--- src/rtl/salidas_pkg.sv ---
// Shared types and seven-segment constants for the output controller
// (FSM states, digit/dash/blank segment codes, display limit).
package salidas_pkg;

  typedef enum logic [1:0] {
    REPOSO,
    CONVERTIR,
    ACTUALIZAR
  } estado_t;

  localparam int unsigned MAX_DISPLAY = 9999;

  // Segment order {g,f,e,d,c,b,a}, active-low
  localparam logic [6:0] SEG_0      = 7'b1000000;
  localparam logic [6:0] SEG_1      = 7'b1111001;
  localparam logic [6:0] SEG_2      = 7'b0100100;
  localparam logic [6:0] SEG_3      = 7'b0110000;
  localparam logic [6:0] SEG_4      = 7'b0011001;
  localparam logic [6:0] SEG_5      = 7'b0010010;
  localparam logic [6:0] SEG_6      = 7'b0000010;
  localparam logic [6:0] SEG_7      = 7'b1111000;
  localparam logic [6:0] SEG_8      = 7'b0000000;
  localparam logic [6:0] SEG_9      = 7'b0010000;
  localparam logic [6:0] SEG_GUION  = 7'b0111111;
  localparam logic [6:0] SEG_BLANCO = 7'b1111111;

  function automatic logic [6:0] seg_de_bcd(input logic [3:0] d);
    logic [6:0] s;
    case (d)
      4'd0:    s = SEG_0;
      4'd1:    s = SEG_1;
      4'd2:    s = SEG_2;
      4'd3:    s = SEG_3;
      4'd4:    s = SEG_4;
      4'd5:    s = SEG_5;
      4'd6:    s = SEG_6;
      4'd7:    s = SEG_7;
      4'd8:    s = SEG_8;
      4'd9:    s = SEG_9;
      default: s = SEG_BLANCO;
    endcase
    return s;
  endfunction

endpackage

--- src/rtl/controlador_salidas_if.sv ---
// Load/status/display bundle between the datapath side and the output controller.
interface controlador_salidas_if;
  logic [13:0] valor;
  logic        cargar;
  logic        ocupado;
  logic        desborde;
  logic [3:0]  an;
  logic [6:0]  seg;

  modport master (output valor, cargar, input ocupado, desborde, an, seg);
  modport slave  (input valor, cargar, output ocupado, desborde, an, seg);
endinterface

--- src/rtl/bin_a_bcd.sv ---
// Sequential double-dabble: one input bit per cycle, MSB first, 16-bit BCD result.
module bin_a_bcd #(
  parameter int unsigned ANCHO = 14
) (
  input  logic             clk,
  input  logic             rst,
  input  logic             start,
  input  logic [ANCHO-1:0] bin,
  output logic             busy,
  output logic             done,
  output logic [15:0]      bcd
);

  localparam int unsigned CW = $clog2(ANCHO);

  logic [ANCHO-1:0] sh;
  logic [15:0]      acc;
  logic [15:0]      ajust;
  logic [CW-1:0]    cnt;

  // done flags the final shift happening on the coming edge, so the caller
  // can read bcd from the following cycle on
  assign done = busy && (cnt == CW'(ANCHO - 1));
  assign bcd  = acc;

  always_comb begin
    ajust = acc;
    for (int unsigned i = 0; i < 4; i++) begin
      if (acc[4*i +: 4] >= 4'd5) ajust[4*i +: 4] = acc[4*i +: 4] + 4'd3;
    end
  end

  always_ff @(posedge clk) begin
    if (rst) begin
      busy <= 1'b0;
      cnt  <= '0;
      acc  <= '0;
      sh   <= '0;
    end else if (start) begin
      sh   <= bin;
      acc  <= '0;
      cnt  <= '0;
      busy <= 1'b1;
    end else if (busy) begin
      acc <= {ajust[14:0], sh[ANCHO-1]};
      sh  <= sh << 1;
      cnt <= cnt + CW'(1);
      if (done) busy <= 1'b0;
    end
  end

endmodule

--- src/rtl/controlador_salidas.sv ---
// Binary-to-4-digit multiplexed seven-segment driver with overflow dashes.
// Optional CEROS_IZQ_BLANK_EN blanks leading zeros (units digit always shown).
module controlador_salidas
  import salidas_pkg::*;
#(
  parameter int unsigned REFRESH_DIV = 100000
) (
  input  logic                  clk,
  input  logic                  rst,
  controlador_salidas_if.slave  bus
);

  localparam int unsigned RW = $clog2(REFRESH_DIV);

  estado_t      estado;
  logic         ocupado;
  logic         desborde;
  logic [13:0]  captura;
  logic [3:0]   disp [4];
  logic         inicio;
  logic         conv_busy;
  logic         conv_done;
  logic [15:0]  conv_bcd;

  logic [RW-1:0] cnt_ref;
  logic [1:0]    idx;
  logic [1:0]    idx_sig;
  logic          terminal;
  logic [3:0]    blanco;
  logic [6:0]    seg_sel;
  logic [3:0]    an_q;
  logic [6:0]    seg_q;

  assign inicio       = (estado == REPOSO) && bus.cargar;
  assign bus.ocupado  = ocupado;
  assign bus.desborde = desborde;
  assign bus.an       = an_q;
  assign bus.seg      = seg_q;

  bin_a_bcd #(.ANCHO(14)) u_conv (
    .clk   (clk),
    .rst   (rst),
    .start (inicio),
    .bin   (bus.valor),
    .busy  (conv_busy),
    .done  (conv_done),
    .bcd   (conv_bcd)
  );

  always_ff @(posedge clk) begin
    if (rst) begin
      estado   <= REPOSO;
      ocupado  <= 1'b0;
      desborde <= 1'b0;
      captura  <= '0;
      for (int unsigned i = 0; i < 4; i++) disp[i] <= '0;
    end else begin
      case (estado)
        REPOSO: begin
          if (bus.cargar) begin
            captura <= bus.valor;
            ocupado <= 1'b1;
            estado  <= CONVERTIR;
          end
        end
        CONVERTIR: begin
          if (conv_done || !conv_busy) estado <= ACTUALIZAR;
        end
        ACTUALIZAR: begin
          for (int unsigned i = 0; i < 4; i++) disp[i] <= conv_bcd[4*i +: 4];
          desborde <= (captura > 14'(MAX_DISPLAY));
          ocupado  <= 1'b0;
          estado   <= REPOSO;
        end
        default: estado <= REPOSO;
      endcase
    end
  end

  always_comb begin
    terminal = (cnt_ref == RW'(REFRESH_DIV - 1));
    idx_sig  = terminal ? idx + 2'd1 : idx;
  end

`ifdef CEROS_IZQ_BLANK_EN
  // A digit blanks only when it and every digit above it are zero
  always_comb begin
    blanco    = '0;
    blanco[3] = (disp[3] == 4'd0);
    blanco[2] = blanco[3] && (disp[2] == 4'd0);
    blanco[1] = blanco[2] && (disp[1] == 4'd0);
  end
`else
  assign blanco = '0;
`endif

  always_comb begin
    if (desborde)             seg_sel = SEG_GUION;
    else if (blanco[idx_sig]) seg_sel = SEG_BLANCO;
    else                      seg_sel = seg_de_bcd(disp[idx_sig]);
  end

  // an and seg both follow idx_sig so they switch on the same edge
  always_ff @(posedge clk) begin
    if (rst) begin
      cnt_ref <= '0;
      idx     <= '0;
      an_q    <= 4'b1110;
      seg_q   <= SEG_0;
    end else begin
      cnt_ref <= terminal ? '0 : cnt_ref + RW'(1);
      idx     <= idx_sig;
      an_q    <= ~(4'b0001 << idx_sig);
      seg_q   <= seg_sel;
    end
  end

endmodule
--- src/flat_wrapper.sv ---
// flat-port wrapper written by rule: the top's interface ports become plain ports
module controlador_salidas_flat import salidas_pkg::*;
#(
  parameter int unsigned REFRESH_DIV = 100000
)
  (clk, rst, bus_valor, bus_cargar, bus_ocupado, bus_desborde, bus_an, bus_seg);
  controlador_salidas_if bus_i ();
  input  logic clk;
  input  logic rst;
  input wire logic [$bits(bus_i.valor)-1:0] bus_valor;
  input wire logic [$bits(bus_i.cargar)-1:0] bus_cargar;
  output wire logic [$bits(bus_i.ocupado)-1:0] bus_ocupado;
  output wire logic [$bits(bus_i.desborde)-1:0] bus_desborde;
  output wire logic [$bits(bus_i.an)-1:0] bus_an;
  output wire logic [$bits(bus_i.seg)-1:0] bus_seg;
  assign bus_i.valor = bus_valor;
  assign bus_i.cargar = bus_cargar;
  assign bus_ocupado = bus_i.ocupado;
  assign bus_desborde = bus_i.desborde;
  assign bus_an = bus_i.an;
  assign bus_seg = bus_i.seg;
  controlador_salidas #(.REFRESH_DIV(REFRESH_DIV)) u_core (.clk(clk), .rst(rst), .bus(bus_i));
endmodule
--- config.mk ---
export PLATFORM = sky130hd
export DESIGN_NAME = controlador_salidas_flat
export DESIGN_NICKNAME = d
export VERILOG_FILES = /design/src/rtl/salidas_pkg.sv /design/src/rtl/controlador_salidas_if.sv /design/src/rtl/bin_a_bcd.sv /design/src/rtl/controlador_salidas.sv /design/src/flat_wrapper.sv
export SDC_FILE = /design/constraint.sdc
export NUM_CORES = 1
export LEC_CHECK = 0
export CORE_AREA = 2 2 94 96
export CTS_CLUSTER_SIZE = 10
export DETAILED_ROUTE_END_ITERATION = 8
export DIE_AREA = 0 0 96 98
export GPL_ROUTABILITY_DRIVEN = 0
export GPL_TIMING_DRIVEN = 0
export PLACE_DENSITY = 0.74
export REMOVE_ABC_BUFFERS = 1
export SETUP_SLACK_MARGIN = 0.02
export SYNTH_ARGS = -nofsm -noshare
export SYNTH_HDL_FRONTEND = slang
export SYNTH_SLANG_ARGS = --single-unit
--- constraint.sdc ---
create_clock -name clk -period 2.1 [get_ports clk]
set_clock_uncertainty 0.2 [all_clocks]
set_input_delay 0.42 -clock clk [delete_from_list [all_inputs] [get_ports clk]]
set_output_delay 0.42 -clock clk [all_outputs]
set_load 0.02 [all_outputs]
==> reports/results.txt <==
Most instantiated flip-flop cell in the synthesis netlist: sky130_fd_sc_hd__dfxtp_1. For this run, global-route usage on met1 was measured as 23.48%. Entering global routing, the biggest net connects 51 pins.

At the worst endpoint, the required time is 2.17 ns. For the final worst slack, the log shows -0.1028 ns. During I/O placement, the number of pins put on the boundary was 30.

The tools report the residual antenna-violating net count after detailed routing as 0. Of all flip-flops after synthesis, the portion carrying an async set or reset was 0%. STA puts the critical path data arrival time at 2.27 ns.

After layout, the minimum clock period comes to 2.203 ns. The slew of the pin with the lowest slew margin is 0.6092 ns, and the final routed DRC violation total is 0. Max-cap violations in this run came to 0. The design draws 3.713 mW.

The tools report the number of global-route vias before repair as 3,005. The gate count after technology mapping came out at 452. The critical path is of the register to register type. Static timing analysis puts the maximum clock frequency at 454.0 MHz. The detailed router placed 3,212 vias in this run. The maximum cell stage delay along the critical path was 0.36 ns; the share of Yosys cell area claimed by the top area cell type was 36.78%. Summed over all layers, the routed wires come to 7901 µm.

Once layout is complete, the utilization of the core stands at 60.11%. Global routing consumed, on the met2 layer, 28.15% of the routing resources. The library cell with the largest summed area after synthesis is sky130_fd_sc_hd__dfxtp_1. Share of cells above drive strength 1: 15.92%. The die height came out at 98 µm. The layer flagged by global routing as most heavily used is met2. The largest individual stage delay along the critical path comes from the cell sky130_fd_sc_hd__dfxtp_2. TritonCTS built the clock tree. Worst min-delay path class: register to register. The wire length per cell after detailed routing was 13.21 µm; the global-route wire length before repair was 13,430 µm.

Maximum ir drop on the vdd rail: 451.5 µV. The core outline area is 0.008466 mm², and the iteration count of the initial detailed-routing pass is 4. Clock-pin slew was measured on the worst setup and hold paths at 0.09 ns. For the total grt overflow, the log shows 0. Once the floorplan was initialized, standard cells occupied 50.80% of the core. Walking the worst path, the cells encountered are ha_4 > and4_1 > and4_4 > buf_6 > mux2i_4 > inv_2 > mux2i_1 > a221oi_2. The final reports fail on setup timing. Counting flops and latches in the post-synthesis netlist gives 95.

The number of antenna diodes came out at 0. The floorplan has 34 rows. The count of final max-slew check failures was 0; the remaining max-slew budget at the tightest pin was 59.34%. Most instantiated library cell after synthesis: sky130_fd_sc_hd__dfxtp_1. For this run, global-route usage on met3 was measured as 2.778%. The run gives 0 as the number of hold violations in the final report. After the last flow step, the layout net total stands at 514. CTS built an H-tree with a depth of 3. The tools report the clock tree root driver cell as sky130_fd_sc_hd__clkbuf_8. The synthesis-to-layout area growth came out at 18.33%. The logs give 1.864 nW for the reported leakage power and 40 for the number of different library cells in the post-synthesis netlist. The power density over the cells came out at 729.7 mW/mm².

The half-perimeter wire length after detailed placement came out at 5100 µm. In the post-synthesis netlist, the biggest area contributors are sky130_fd_sc_hd__dfxtp_1 (37%), sky130_fd_sc_hd__edfxtp_1 (11%), sky130_fd_sc_hd__nand2_1 (5.7%). The mean post-synth cell area was 9.514 µm².

Count of flip-flops with a built-in enable after synthesis: 16. In this run the tool buffered the top-level ports with 29 buffer cells. In this run, the number of DRC markers left after iteration 0 of detailed routing was 123.

The number of buffers and inverters on the critical path is 2. Setup repair after global routing could not meet its margin everywhere. Excluding fillers, the count of instances in the completed layout stands at 598.

The synthesized netlist occupies a cell area of 0.004300 mm². The run finished, with violations left. The worst setup path is launched from a register. The clock latency at the later pin of the worst-skew pair is 0.36 ns, and the setup TNS after final layout is -0.3642 ns. The fraction of the cycle the final worst path needs was 104.9%; the worst slack after detailed placement was -0.7881 ns. For the initial antenna violation count, the log shows 0.

Setup violations remaining at the end of the flow were counted as 6. Of all nets on the critical path, the largest fanout is 6. Sorting the synthesized cells by how often they occur yields sky130_fd_sc_hd__dfxtp_1 (79), sky130_fd_sc_hd__nand2_1 (65), sky130_fd_sc_hd__nor2_1 (52).

After synthesis, flip-flops and latches occupy 47.95% of the total area. STA classifies the critical path endpoint as a register. The buffer depth of the longest clock path is 2.

Kind of cell with the highest combined delay on the critical path: simple AND/OR/NAND/NOR gates. The clock drives 95 sinks. The via count normalized by instance count was 5.371.

In this run, placement finished with an instance count of 568. Global routing consumed, over all layers together, 17.74% of the routing resources. The tools report the area of the die as 0.009408 mm². The die is 96 µm wide.

Total clock buffers created by CTS: 9. For the count of warnings emitted by yosys, the log shows 0.
stage by stage:
step | hold slack, ns | area (µm²)
final | 0.2454 | 5089
after global routing | 0.2647 | 5089
after CTS | 0.2409 | 5012
after detailed placement | 0.2323 | 4627
after global placement | 0.2242 | 4632
after floorplan | 0.2130 | 4207
layout make-up:
class | instances | area (µm²)
timing repair buffer | 43 | 406.6
clock inverter | 4 | 52.55
clock buffer | 12 | 198.9
fill | 691 | 3377
inverter | 17 | 63.81
tap | 108 | 135.1
sequential | 95 | 2081
multi-input combinational | 319 | 2151
layer usage:
| layer | up-vias | wire [µm] |
|---|---|---|
| met3 | 13 | 248 |
| met4 | 0 | 147 |
| met2 | 62 | 3734 |
| met1 | 1522 | 3770 |
| met5 | - | 0 |
| li1 | 1615 | - |
kinds of logic after synthesis:
logic type	synth area share, %
adders and majority gates	3.491
DFF	47.95
and+or+nand+nor	19.14
muxes	11.41
buffers and inverters	3.666
AOI/OAI and AO/OA	8.845
xor gates and xnor gates	5.499
layout by cell type (no fill, tap or decap), drive strengths merged, types with 4 or more instances in the layout:
| master | n |
|---|---|
| dfxtp | 79 |
| nand2 | 65 |
| nor2 | 52 |
| a21oi | 47 |
| clkdlybuf4s50 | 27 |
| inv | 18 |
| edfxtp | 16 |
| o21ai | 16 |
| mux2 | 15 |
| xor2 | 14 |
| buf | 14 |
| xnor2 | 13 |
| clkbuf | 13 |
| nor3 | 12 |
| and2 | 12 |
| ha | 12 |
| nand3 | 11 |
| mux2i | 9 |
| mux4 | 8 |
| nand4 | 6 |
| nand2b | 4 |
| and4 | 4 |
repair_timing:
item                       4_1_cts  5_1_grt
gates resized for setup         30        9
setup endpoints to repair       46       25
hold buffers                     0        0
buffers inserted                 8        6
pin swaps                       13        8
power by group:
group / leakage, nW / internal (mW) / switching [mW]
clock: 0.128 / 0.772 / 0.648
sequential: 0.815 / 1.92 / 0.0553
combinational: 0.921 / 0.152 / 0.170
final timing paths:
kind | start | to | slack [ns] | depth (start not counted)
worst max-delay path | u_core.cnt_ref[1]$_SDFF_PP0_ | u_core.bus.seg[0]$_SDFF_PP0_ | -0.10 | 8
worst min-delay path | u_core.cnt_ref[0]$_SDFF_PP0_ | u_core.cnt_ref[0]$_SDFF_PP0_ | 0.25 | 1
worst max register to register | u_core.cnt_ref[1]$_SDFF_PP0_ | u_core.bus.seg[0]$_SDFF_PP0_ | -0.10 | 8
worst min register to register | u_core.cnt_ref[0]$_SDFF_PP0_ | u_core.cnt_ref[0]$_SDFF_PP0_ | 0.25 | 1
registers in the layout, indices dropped and copies added (netlist names):
register / flops
u_core.cnt_ref: 17
u_core.disp: 16
u_core.u_conv.bcd: 16
u_core.u_conv.sh: 14
u_core.captura: 10
u_core.bus.seg: 7
u_core.bus.an: 4
u_core.u_conv.cnt: 4
u_core.estado: 2
u_core.idx: 2
u_core.bus.desborde: 1
u_core.bus.ocupado: 1
u_core.u_conv.busy: 1
(Power assumes the default switching activity.)
